### src/rtl/enemy_control.sv
// Game-tick sequencer for the enemy subsystem: INIT, then per frame IDLE -> [GEN_MOVE -> APPLY_MOVE] -> DRAW.
// Phase strobes are decoded from the registered state; a watchdog bounds the time spent waiting in DRAW.
module enemy_control #(
   parameter int CNT_W        = 20,
   parameter int INIT_CYCLES  = 4,
   parameter int FRAME_CYCLES = 833333,
   parameter int MOVE_DIV     = 4,
   parameter int DRAW_TIMEOUT = 65535
) (
   input  logic       clock,
   input  logic       reset,
   input  logic       restart,
   input  logic       pause,
   input  logic       draw_done,
   output logic       init,
   output logic       idle,
   output logic       gen_move,
   output logic       apply_move,
   output logic       draw,
   output logic [7:0] frame_count,
   output logic       timeout_err
);

   typedef enum logic [2:0] {
      ST_INIT       = 3'd0,
      ST_IDLE       = 3'd1,
      ST_GEN_MOVE   = 3'd2,
      ST_APPLY_MOVE = 3'd3,
      ST_DRAW       = 3'd4
   } state_t;

   localparam logic [CNT_W-1:0] INIT_LAST  = CNT_W'(INIT_CYCLES - 1);
   localparam logic [CNT_W-1:0] FRAME_LAST = CNT_W'(FRAME_CYCLES - 1);
   localparam logic [CNT_W-1:0] DRAW_LAST  = CNT_W'(DRAW_TIMEOUT - 1);
   localparam logic [CNT_W-1:0] MOVE_LAST  = CNT_W'(MOVE_DIV - 1);

   state_t           state_q, state_d;
   logic [CNT_W-1:0] cyc_cnt_q, cyc_cnt_d;
   logic [CNT_W-1:0] move_cnt_q, move_cnt_d;
   logic [7:0]       frame_count_q, frame_count_d;
   logic             timeout_err_q, timeout_err_d;

   always_ff @(posedge clock or negedge reset) begin
      if (!reset) begin
         state_q       <= ST_INIT;
         cyc_cnt_q     <= '0;
         move_cnt_q    <= '0;
         frame_count_q <= '0;
         timeout_err_q <= 1'b0;
      end else begin
         state_q       <= state_d;
         cyc_cnt_q     <= cyc_cnt_d;
         move_cnt_q    <= move_cnt_d;
         frame_count_q <= frame_count_d;
         timeout_err_q <= timeout_err_d;
      end
   end

   always_comb begin
      state_d       = state_q;
      cyc_cnt_d     = cyc_cnt_q;
      move_cnt_d    = move_cnt_q;
      frame_count_d = frame_count_q;
      timeout_err_d = timeout_err_q;

      if (restart) begin
         state_d       = ST_INIT;
         cyc_cnt_d     = '0;
         move_cnt_d    = '0;
         frame_count_d = '0;
         timeout_err_d = 1'b0;
      end else begin
         unique case (state_q)
            ST_INIT: begin
               if (cyc_cnt_q == INIT_LAST) begin
                  state_d   = ST_IDLE;
                  cyc_cnt_d = '0;
               end else begin
                  cyc_cnt_d = cyc_cnt_q + 1'b1;
               end
            end
            ST_IDLE: begin
               // Counter saturates at terminal count; pause only stalls the exit, not the count.
               if (cyc_cnt_q != FRAME_LAST) begin
                  cyc_cnt_d = cyc_cnt_q + 1'b1;
               end else if (!pause) begin
                  cyc_cnt_d = '0;
                  if (move_cnt_q == MOVE_LAST) begin
                     state_d    = ST_GEN_MOVE;
                     move_cnt_d = '0;
                  end else begin
                     state_d    = ST_DRAW;
                     move_cnt_d = move_cnt_q + 1'b1;
                  end
               end
            end
            ST_GEN_MOVE: begin
               state_d = ST_APPLY_MOVE;
            end
            ST_APPLY_MOVE: begin
               state_d   = ST_DRAW;
               cyc_cnt_d = '0;
            end
            ST_DRAW: begin
               // A completion on the watchdog's last cycle still counts as a clean draw.
               if (draw_done) begin
                  state_d       = ST_IDLE;
                  cyc_cnt_d     = '0;
                  frame_count_d = frame_count_q + 8'd1;
               end else if (cyc_cnt_q == DRAW_LAST) begin
                  state_d       = ST_IDLE;
                  cyc_cnt_d     = '0;
                  frame_count_d = frame_count_q + 8'd1;
                  timeout_err_d = 1'b1;
               end else begin
                  cyc_cnt_d = cyc_cnt_q + 1'b1;
               end
            end
            default: begin
               state_d   = ST_INIT;
               cyc_cnt_d = '0;
            end
         endcase
      end
   end

   assign init        = (state_q == ST_INIT);
   assign idle        = (state_q == ST_IDLE);
   assign gen_move    = (state_q == ST_GEN_MOVE);
   assign apply_move  = (state_q == ST_APPLY_MOVE);
   assign draw        = (state_q == ST_DRAW);
   assign frame_count = frame_count_q;
   assign timeout_err = timeout_err_q;

endmodule
### config.mk
export PLATFORM = sky130hd
export DESIGN_NAME = enemy_control
export DESIGN_NICKNAME = d
export VERILOG_FILES = /design/src/rtl/enemy_control.sv
export SDC_FILE = /design/constraint.sdc
export NUM_CORES = 1
export LEC_CHECK = 0
export BUFFER_PORTS_ARGS = -buffer_cell sky130_fd_sc_hd__buf_2
export CAP_MARGIN = 30
export CORE_MARGIN = 1.5
export CORE_UTILIZATION = 50
export CTS_CLUSTER_DIAMETER = 100
export CTS_CLUSTER_SIZE = 30
export DETAILED_ROUTE_END_ITERATION = 6
export GPL_TIMING_DRIVEN = 0
export HOLD_SLACK_MARGIN = 0.02
export PLACE_DENSITY = 0.76
export SLEW_MARGIN = 20
export SYNTH_ARGS = -nofsm -noshare
export SYNTH_HDL_FRONTEND = slang
export SYNTH_SLANG_ARGS = --single-unit
### constraint.sdc
create_clock -name clock -period 6.3 [get_ports clock]
set_input_delay 0.63 -clock clock [delete_from_list [all_inputs] [get_ports clock]]
set_output_delay 0.63 -clock clock [all_outputs]
set_load 0.01 [all_outputs]
## Word level (Yosys, flattened, before mapping)

Cells that the tools add are included.

| operators by class | value |
|---|---|
| $add $sub $neg | 3 |
| equality and inequality tests | 17 |
| multiplexer cells | 28 |
| reductions and logical operators | 10 |

Operator list:

| operator | number |
|---|---|
| $mux W20 | 11 |
| $pmux W20 S4 | 1 |
| $add A20 B1 Y20 const B | 2 |
| $eq A20 B2 Y1 const B | 2 |
| $mux W8 | 4 |
| $mux W3 | 7 |
| $eq A20 B16 Y1 const B | 1 |
| $ne A20 B20 Y1 const B | 1 |
| $pmux W3 S5 | 1 |
| $add A8 B1 Y8 const B | 1 |
| $ne A2 B2 Y1 const B | 4 |
| $ne A4 B3 Y1 const B | 2 |
| $eq A3 B2 Y1 const B | 2 |
| $ne A3 B3 Y1 const B | 2 |
| $reduce_and A3 Y1 | 2 |
| $reduce_bool A2 Y1 | 3 |
| $mux W1 | 4 |
| $reduce_and A2 Y1 | 2 |
| $reduce_and A4 Y1 | 1 |
| $eq A3 B1 Y1 const B | 1 |
| $eq A3 B3 Y1 const B | 1 |
| $logic_not A3 Y1 | 1 |
| $ne A3 B1 Y1 const B | 1 |
| $reduce_bool A3 Y1 | 1 |

| word-level totals | value |
|---|---|
| bits in registers | 52 |
| input bits | 5 |
| output and inout port bits | 14 |

## Logic depth before layout (Yosys ltp)

Gate-level depths: netlist of run 1.

| logic depth | value |
|---|---|
| depth after elaboration | 6 |
| gate-level depth with buffers | 9 |

## Worst setup path before layout of run 1

No wires, ideal clock.

| timing | value |
|---|---|
| path kind | flip-flop to flip-flop |
| from | register cyc_cnt_q[17] |
| to | register cyc_cnt_q[3] |
| setup time | 0.130 ns |
| arrival | 2.076 ns |
| setup slack | 4.094 ns |
| stages on the path, launching flop included | 8 |
| path buffers | 1 |
| clock period less this slack | 2.206 ns |
| cell sequence | dfrtp_1 or4_4 nor4_1 a21oi_1 nor3_4 and2_1 buf_4 o32ai_1 |

| between the ends | value |
|---|---|
| cells in the longest elaborated chain, start to end | 5 |
| elaborated cells on any way between the ends | 11 |
| classes of those cells | 4 x eq/ne; 6 x mux; 1 x reduce/logical |

RTL lines:

| what | RTL line | text |
|---|---|---|
| start: declaration | 38 | `logic [CNT_W-1:0] cyc_cnt_q, cyc_cnt_d;` |
| start signal: assignment | 52 | `cyc_cnt_q <= cyc_cnt_d;` |
| $eq A20 B16 Y1 | 110 | `end else if (cyc_cnt_q == DRAW_LAST) begin` |
| $mux W20 | 110 |  |
| $mux W20 | 106 | `if (draw_done) begin` |
| $pmux W20 S4 | 73 | `unique case (state_q)` |
| $mux W20 | 66 | `if (restart) begin` |

Parallel ways exist; a longest one is shown, timed or not.
A chain may end at the register's enable or synchronous reset.

## Worst setup path in the final report of run 1

| timing | value |
|---|---|
| from | register cyc_cnt_q[17] |
| to | register cyc_cnt_q[4] |

The elaborated chain is that of the path after synthesis.

==> results.cfg, run 1 <==
[final_layout]
drive_gt1_share_pct = 13.9
stdcell_area_sq_mm = 0.00343
fin_util_pct = 57.3
synthToLayoutAreaGrowth_pct = 8.81
final.fill_count = 518
nNetsFinal = 390
diodes = 0

[sta]
layout_min_cycle_time_ns = 2.68
tns_ns = 0
tightest_slew_ns = 0.829
relSlewSlack_pct = 44.2
fin_ws_ns = 3.62
setup_viol = 0
drv_slew = 0
rsz0062_at_grt = false
finalHoldViolCount = 0
clock_skew_ns = 0.0134
fmax_mhz = 373
whs_ns = 0.353
finalCritPeriodShare_pct = 42.6

[global_routing]
grt_pass1_vias = 2501
grt.overflow.total = 0
grt_pass1_wl_um = 11600
track_usage_pct = 22.2
grt_max_degree = 53
grt_antenna_before_repair = 0

[synthesis]
synth_edf_count = 0
ys_top_cells_by_area = dfrtp_1 41%, o21ai_0 5.2%, nand2_1 4.9%, nor2_1 3.5%, nand3_1 2.9%
avgSynthCellArea_sq_um = 8.86
synth_common_cells = 52 x dfrtp_1, 41 x nand2_1, 33 x o21ai_0
synth_top_cell_area_share_pct = 41.3
yosysMostFrequentCell = dfrtp_1
syn_nets = 366
async_reset_ff_share_pct = 100
synth_cell_types = 57
yosys_warnings = 0
ys_seq_area_share_pct = 41.3
synth_top_area_cell = dfrtp_1
synth-seq-cells = 52
synth_flop_cell = dfrtp_1
syn_inst = 356
syn-cell-area_sq_mm = 0.00315

[setup_path]
end_kind = register
cp.arrival_ns = 2.87
ff2ff_setup_slack_ns = 3.62
rr_worst_depth = 7
reg2reg_to = cyc_cnt_q[4]
crit_path_start_kind = register
crit_start = cyc_cnt_q[17]
path_class = reg2reg
worstPathRequired_ns = 6.48
cp_max_fo = 10
r2r-start = cyc_cnt_q[17]

[placement]
dp_hpwl_um = 4820
place_congestion = 0.870
preCtsSetupSlack_ns = 3.68
place.port_buffers = 17
postPlaceCellArea_sq_mm = 0.00333

[power]
p_sw_share_pct = 32.8
peakVddDrop_uv = 199
p_clk_share_pct = 26.9
power_leakage_nw = 1.35
p_int_uw = 510
p_per_area_mw_per_mm2 = 221
switchingPower_uw = 249
combPwrFrac_pct = 26.1
seq_power_share_pct = 46.9

[floorplan]
start_util_pct = 52.6
ioPinCount = 19
num_rows = 28
die_x_um = 82.4
core_area_sq_mm = 0.00599
die_area_sq_mm = 0.00679
fp.dieH_um = 82.4

[run_status]
status = complete, no violations

[cts]
cts_tree = built
cts_sinks = 52
ctsHoldBuffers = 0
cts_resized = 0
ctsLongestPathBuffers = 2
h-tree-depth = 2
cts-buffers-inserted = 5
cts_setup_buffers = 0
insertion_delay_ns = 0.31
clkTransAtPathRegs_ns = 0.10
ctsRootBufferMaster = clkbuf_8

[route]
drt_iter0_drc = 147
num_vias = 2699
wl_um = 6850
wire_per_inst_um = 15.0
drc = 0
drtPass1Iterations = 4
drtAntennaViolNets = 0
avgViaCountPerCell = 5.92

[flow_run]
drv_cap = 0

[min_path]
hold_path.class = in2async
[kinds of logic after synthesis]
group	share of synthesized area, %
simple gates	30.7
buf+inv	4.21
flops	41.3
mux	0.635
fa+ha+maj	1.98
xor+xnor	3.33
compound gates	17.9
[worst max-delay path by stage]
stage / to / cells after the start / slack [ns]
2_1_floorplan: cyc_cnt_q[3] / 7 / 4.09
3_3_place_gp: cyc_cnt_q[17] / 7 / 3.70
3_5_place_dp: cyc_cnt_q[19] / 7 / 3.68
4_1_cts: cyc_cnt_q[3] / 7 / 3.65
5_1_grt: cyc_cnt_q[4] / 7 / 3.46
6_report: cyc_cnt_q[4] / 7 / 3.62
[stage by stage]
| step | power [mW] | instances |
|---|---|---|
| after floorplan | 0.505 | 356 |
| after global placement | 0.554 | 448 |
| after detailed placement | 0.560 | 448 |
| after CTS | 0.766 | 456 |
| after global routing | 0.801 | 456 |
| final | 0.759 | 456 |
[state kept, by name (all words and copies together) (netlist names)]
name / cells
state_q: 3
move_cnt_q: 20
cyc_cnt_q: 20
timeout_err: 1
frame_count: 8
[power by group through the flow]
stage	Combinational [mW]	Sequential [mW]	Clock [mW]
after floorplan	0.145	0.360	0
after global placement	0.192	0.362	0
after detailed placement	0.198	0.363	0
after CTS	0.198	0.356	0.212
after global routing	0.221	0.359	0.222
final	0.198	0.356	0.204
[layout make-up]
class	count	area (sq um)	area share [%]
Buffer	18	95.1	2.77
Clock buffer	6	82.6	2.41
Clock inverter	2	13.8	0.401
Inverter	10	37.5	1.09
Multi-Input combinational cell	276	1720	50.1
Sequential cell	52	1300	37.9
Tap cell	75	93.8	2.74
Timing Repair Buffer	17	87.6	2.55
[critical path: stages, from the launching register on]
cell and delay (ns):
dfrtp_1 0.47, or4_4 0.58, nor4_1 0.48, a21oi_1 0.19, nor3_4 0.36, and2_1 0.20
buf_4 0.18, o32ai_1 0.09
[routing by layer]
layer / vias up / GRT usage (%) / part of all wire [%]
li1: 1355 / - / -
met1: 1275 / 31.2 / 48
met2: 60 / 34.6 / 46
met3: 9 / 4.51 / 4.1
met4: 0 / 6.61 / 1.3
met5: - / 0 / 0
[cells in the final DEF, fill, tap and decap left out, types with 4 or more instances in the layout]
| master | count |
|---|---|
| xnor2_1 | 10 |
| nor4_1 | 9 |
| nor2b_1 | 6 |
| nand4_1 | 12 |
| nand2b_1 | 4 |
| or3_1 | 7 |
| inv_1 | 10 |
| o31ai_1 | 11 |
| ha_1 | 5 |
| buf_2 | 19 |
| clkbuf_8 | 6 |
| and2_1 | 5 |
| nor3_1 | 12 |
| dfrtp_1 | 52 |
| nor2_1 | 29 |
| nor3b_1 | 4 |
| nand3_1 | 18 |
| clkbuf_1 | 10 |
| a31oi_1 | 6 |
| o21ai_0 | 33 |
| or4_1 | 5 |
| a21oi_1 | 9 |
| nand2_1 | 41 |
Note: power is estimated with default switching activity, not from simulation.
==> run 2: changes to the inputs <==
--- a/config.mk
+++ b/config.mk
@@ -5,6 +5,7 @@
 export SDC_FILE = /design/constraint.sdc
 export NUM_CORES = 1
 export LEC_CHECK = 0
+export ABC_AREA = 1
 export BUFFER_PORTS_ARGS = -buffer_cell sky130_fd_sc_hd__buf_2
 export CAP_MARGIN = 30
 export CORE_MARGIN = 1.5
@@ -14,7 +15,7 @@
 export DETAILED_ROUTE_END_ITERATION = 6
 export GPL_TIMING_DRIVEN = 0
 export HOLD_SLACK_MARGIN = 0.02
-export PLACE_DENSITY = 0.76
+export PLACE_DENSITY = 0.75
 export SLEW_MARGIN = 20
 export SYNTH_ARGS = -nofsm -noshare
 export SYNTH_HDL_FRONTEND = slang
==> constraint.sdc (replaced) <==
create_clock -name clock -period 2.55 [get_ports clock]
set_input_delay 0.255 -clock clock [delete_from_list [all_inputs] [get_ports clock]]
set_output_delay 0.255 -clock clock [all_outputs]
set_load 0.01 [all_outputs]
==> run 2 against run 1 <==
Compared with the run above: synthesized cell count up 73%; register-to-register slack worse by 3.3 ns; critical path type unchanged; clock power rose to 3.0 times the previous value; total power grew to 2.8 times the previous value; setup slack lost 3.3 ns; via count increased by 54%; critical endpoint is now move_cnt_q[7]; maximum frequency rose by 19%; largest power group unchanged; global-route usage is 5.9 points higher.
==> results.cfg, run 2 <==
[floorplan]
ioPinCount = 19
die_x_um = 91.7
fp.dieH_um = 91.7
start_util_pct = 51.2
core_area_sq_mm = 0.00769
num_rows = 32
die_area_sq_mm = 0.00841

[power]
p_int_mw = 1.35
switchingPower_uw = 785
power_mw = 2.13
combPwrFrac_pct = 27.4
seq_power_share_pct = 43.6
peakVddDrop_uv = 379
p_per_area_mw_per_mm2 = 497
p_clk_share_pct = 28.9
p_sw_share_pct = 36.8
power_leakage_nw = 2.10

[final_layout]
fin_util_pct = 55.7
final.fill_count = 811
diodes = 0
nNetsFinal = 653
drive_gt1_share_pct = 6.99
stdcell_count = 746
stdcell_area_sq_mm = 0.00428
synthToLayoutAreaGrowth_pct = 8.94
layout_common_cells = 177 x nand2_1, 80 x inv_1, 77 x nand3_1, 75 x nor2_1, 52 x dfrtp_1
final_common_cell = nand2_1

[sta]
layout_min_cycle_time_ns = 2.25
rsz0062_at_grt = false
finalCritPeriodShare_pct = 88.3
fmax_mhz = 444
relSlewSlack_pct = 54.7
tns_ns = 0
tightest_slew_ns = 0.679
setup_viol = 0
whs_ns = 0.304
clock_skew_ns = 0.0138
finalHoldViolCount = 0
drv_slew = 0
fin_ws_ns = 0.298

[placement]
postPlaceCellArea_sq_mm = 0.00415
dp_hpwl_um = 8500
place_congestion = 0.950
preCtsSetupSlack_ns = 0.367
dp.cells = 737
place.port_buffers = 18

[setup_path]
crit_family = simple AND/OR/NAND/NOR gates
crit_path_start_kind = register
crit_buf_inv = 3
slowest_stage = dfrtp_1
critical_path_cell_count = 10
worstPathRequired_ns = 2.74
path_class = reg2reg
end_kind = register
cp_common_cell = nand3_1
path_cells = inv_1 -> ha_1 -> nand3_1 -> nor2_1 -> nand3_1 -> nor3_4 -> nor2_4 -> clkinv_2 -> buf_6 -> o21ai_0
cp.arrival_ns = 2.44
rr_worst_depth = 10
cp_max_fo = 10
critPathMaxStageDelay_ns = 0.47

[route]
avgViaCountPerCell = 5.57
num_vias = 4156
drt_iter0_drc = 219
drtPass1Iterations = 5
wire_per_inst_um = 15.0
wl_um = 11200
drtAntennaViolNets = 0
drc = 0

[synthesis]
synth_common_cells = 177 x nand2_1, 80 x inv_1, 77 x nand3_1
yosys_warnings = 0
synth_top_area_cell = dfrtp_1
synth_edf_count = 0
synth-seq-cells = 52
ys_seq_area_share_pct = 33.1
syn-cell-area_sq_mm = 0.00393
avgSynthCellArea_sq_um = 6.37
syn_nets = 627
syn_inst = 617
synth_top_cell_area_share_pct = 33.1
yosysMostFrequentCell = nand2_1
synth_cell_types = 35
ys_top_cells_by_area = dfrtp_1 33%, nand2_1 17%, nand3_1 9.8%, inv_1 7.6%, nor2_1 7.2%
async_reset_ff_share_pct = 100
synth_flop_cell = dfrtp_1

[global_routing]
grt.overflow.total = 0
grt_max_degree = 53
grt_pass1_wl_um = 18900
track_usage_pct = 28.2
grt_antenna_before_repair = 0
grt_pass1_vias = 4100

[cts]
clkTransAtPathRegs_ns = 0.10
insertion_delay_ns = 0.32
cts_sinks = 52
cts_resized = 0
cts_tree = built
h-tree-depth = 2
ctsRootBufferMaster = clkbuf_8
ctsLongestPathBuffers = 2
cts-buffers-inserted = 5

[run_status]
status = complete, no violations

[min_path]
worstHoldPathCells = 4
hold_path.class = in2reg

[flow_run]
drv_cap = 0
-- run 2: cell count changes after synthesis, sizes merged, moves of 10 or more --
| cell | change |
|---|---|
| nor4 | -10 |
| nand4 | +31 |
| nand2 | +138 |
| xor2 | +12 |
| inv | +72 |
| o31ai | -10 |
| nor2 | +48 |
| nand3 | +59 |
-- run 2: path summary, 6_finish.rpt --
kind	startpoint	to	slack, ns
worst max-delay path	cyc_cnt_q[0]	move_cnt_q[7]	0.30
worst min-delay path	pause	move_cnt_q[0]	0.30
worst max register to register	cyc_cnt_q[0]	move_cnt_q[7]	0.30
worst min register to register	timeout_err	timeout_err	0.50
max in group asynchronous	reset	move_cnt_q[15]	1.58
min in group asynchronous	reset	cyc_cnt_q[14]	0.50
-- run 2: routing by layer --
metal	vias up	track usage, %	wire [um]
met5	-	0	0
met4	0	12.1	289
met3	24	3.23	423
met2	119	50.1	5590
met1	1952	34.3	4850
li1	2061	-	-
-- run 2: logic make-up (layout without fill, tap and decap cells) --
logic type,Yosys count,in the layout,share of synthesized area [%]
XOR/XNOR,15,15,3.34
AO/OA/AOI/OAI,43,43,5.98
flip-flops,52,52,33.1
buffers and inverters,101,128,10.1
AND/OR/NAND/NOR,401,401,45.8
adder cells (fa/ha/maj),5,5,1.59
-- run 2: power by group through the flow --
stage | clock network, mW | registers, mW | logic (mW)
3_5_place_dp | 0 | 0.943 | 0.576
3_3_place_gp | 0 | 0.943 | 0.564
4_1_cts | 0.626 | 0.928 | 0.580
6_report | 0.616 | 0.930 | 0.585
2_1_floorplan | 0 | 0.935 | 0.380
5_1_grt | 0.649 | 0.939 | 0.656
-- run 2: layout make-up --
class,instances,area [sq um],area share [%]
buffer,17,82.6,1.93
clock buffer,6,82.6,1.93
clock inverter,2,38.8,0.905
inverter,84,317,7.39
multi-input combinational,464,2230,52.1
sequential,52,1300,30.4
tap,102,128,2.98
timing repair buffer,19,103,2.39
-- run 2: timing repair --
action | CTS | global route
hold buffers | 1 | 0
buffers inserted | 0 | 0
hold endpoints to repair | 50 | 0
-- run 2: worst register-to-register path, stage by stage, from the launching register on --
cell	delay [ns]
dfrtp_1	0.47
inv_1	0.11
ha_1	0.23
nand3_1	0.13
nor2_1	0.12
nand3_1	0.20
nor3_4	0.36
nor2_4	0.14
clkinv_2	0.14
buf_6	0.15
o21ai_0	0.08
==> run 3: changes to the inputs <==
--- a/config.mk
+++ b/config.mk
@@ -8,8 +8,9 @@
 export ABC_AREA = 1
 export BUFFER_PORTS_ARGS = -buffer_cell sky130_fd_sc_hd__buf_2
 export CAP_MARGIN = 30
-export CORE_MARGIN = 1.5
+export CORE_MARGIN = 4
 export CORE_UTILIZATION = 50
+export CTS_BUF_LIST = sky130_fd_sc_hd__clkbuf_16
 export CTS_CLUSTER_DIAMETER = 100
 export CTS_CLUSTER_SIZE = 30
 export DETAILED_ROUTE_END_ITERATION = 6
==> run 3 against run 2 <==
Compared with the run above: the flow now finishes with violations (negative hold slack); combinational power fell by 1%; setup slack gained 0.010 ns; sequential share of layout area is 0.58 points lower; maximum frequency rose by 0.45%; via count down 1.5%; register-to-register slack barely moved; sequential power up 0.4%; global-route usage is 4.4 points lower; clock power is 58% higher; largest cell class unchanged; largest power group is now the clock network.
==> results.cfg, run 3 (same netlist as run 2, synthesis figures left out) <==
[final_layout]
final.fill_count = 775
final_common_cell = nand2_1
fin_util_pct = 56.8
stdcell_count = 745
nNetsFinal = 652
diodes = 0
synthToLayoutAreaGrowth_pct = 11.1
layout_common_cells = 177 x nand2_1, 80 x inv_1, 77 x nand3_1, 75 x nor2_1, 52 x dfrtp_1
stdcell_area_sq_mm = 0.00437
drive_gt1_share_pct = 7.00

[cts]
insertion_delay_ns = 0.29
cts_resized = 0
h-tree-depth = 2
ctsLongestPathBuffers = 2
cts-buffers-inserted = 5
cts_sinks = 52
cts_setup_buffers = 0
ctsHoldBuffers = 0
ctsRootBufferMaster = clkbuf_16
cts_tree = built
clkTransAtPathRegs_ns = 0.07

[floorplan]
ioPinCount = 19
die_x_um = 96.7
core_area_sq_mm = 0.00769
fp.dieH_um = 96.7
num_rows = 32
die_area_sq_mm = 0.00935
start_util_pct = 51.2

[setup_path]
cp_common_cell = nand3_1
crit_buf_inv = 3
cp_max_fo = 10
slowest_stage = dfrtp_1
end_kind = register
cp.arrival_ns = 2.40
worstPathRequired_ns = 2.71
path_cells = inv_1 -> ha_1 -> nand3_1 -> nor2_1 -> nand3_1 -> nor3_4 -> nor2_4 -> clkinv_2 -> buf_6 -> o21ai_0
crit_family = simple AND/OR/NAND/NOR gates
crit_path_start_kind = register
path_class = reg2reg
critPathMaxStageDelay_ns = 0.49

[global_routing]
grt_antenna_before_repair = 0
grt_pass1_wl_um = 18300
grt.overflow.total = 0
grt_pass1_vias = 3905
grt_max_degree = 53
track_usage_pct = 23.8

[sta]
clock_skew_ns = 0.00537
setup_viol = 0
fin_ws_ns = 0.308
fmax_mhz = 446
relSlewSlack_pct = 55.3
finalHoldViolCount = 9
rsz0062_at_grt = false
tightest_slew_ns = 0.670
drv_slew = 0
tns_ns = 0
whs_ns = -0.0207
layout_min_cycle_time_ns = 2.24
finalCritPeriodShare_pct = 87.9

[placement]
dp_hpwl_um = 8370
preCtsSetupSlack_ns = 0.331
dp.cells = 737
place_congestion = 0.984
postPlaceCellArea_sq_mm = 0.00415
place.port_buffers = 18

[route]
drtAntennaViolNets = 0
num_vias = 4092
avgViaCountPerCell = 5.49
drt_iter0_drc = 258
wl_um = 11100
drtPass1Iterations = 5
wire_per_inst_um = 14.8
drc = 0

[run_status]
violations = negative hold slack
status = complete, but fails checks

[power]
power_mw = 2.49
p_clk_share_pct = 39.2
p_per_area_mw_per_mm2 = 569
power_leakage_nw = 2.14
peakVddDrop_uv = 341
p_int_mw = 1.69
switchingPower_uw = 802
p_sw_share_pct = 32.3
combPwrFrac_pct = 23.3
seq_power_share_pct = 37.6

[flow_run]
drv_cap = 0

[min_path]
hold_path.class = in2async
## run 3: changes by cell type in the layout (fill, tap and decap cells not counted)
cell           change
bufinv_16          +2
clkbuf_16          +5
clkbuf_8           -6
clkinv_4           -1
dlygate4sd3_1      -1
## run 3: cell type report
class	count	area (sq um)	area share [%]
Clock inverter	3	90.1	2.06
Clock buffer	5	125	2.86
Buffer	17	82.6	1.89
Inverter	84	317	7.25
Sequential cell	52	1300	29.8
Multi-Input combinational cell	464	2230	51.1
Tap cell	102	128	2.92
Timing Repair Buffer	18	92.6	2.12
## run 3: final timing paths
kind	startpoint	endpoint	slack (ns)	cells after the start
worst max-delay path	cyc_cnt_q[0]	move_cnt_q[8]	0.31	10
worst min-delay path	reset	cyc_cnt_q[14]	-0.02	1
worst max register to register	cyc_cnt_q[0]	move_cnt_q[8]	0.31	10
worst min register to register	timeout_err	timeout_err	0.50	1
max in group asynchronous	reset	cyc_cnt_q[18]	2.11	1
min in group clock	draw_done	timeout_err	0.33	3
## run 3: per-layer routing
layer  wire, um  part of all wire [%]  GRT usage, %
met3        494                   4.5          2.81
met2       5360                    48          40.7
met4        384                   3.5          10.0
met1       4820                    44          30.2
met5          0                     0             0
## run 3: worst register-to-register path, stage by stage (launching register included)
cell and delay [ns]:
dfrtp_1 0.49, inv_1 0.13, ha_1 0.21, nand3_1 0.12
nor2_1 0.12, nand3_1 0.18, nor3_4 0.34, nor2_4 0.14
clkinv_2 0.14, buf_6 0.15, o21ai_0 0.11
## run 3: power groups by stage
stage / clock network [mW] / registers, mW / logic [mW]
floorplan: 0 / 0.935 / 0.380
global placement: 0 / 0.951 / 0.563
detailed placement: 0 / 0.951 / 0.573
CTS: 0.989 / 0.935 / 0.578
global route: 1.02 / 0.942 / 0.664
finish: 0.975 / 0.934 / 0.578
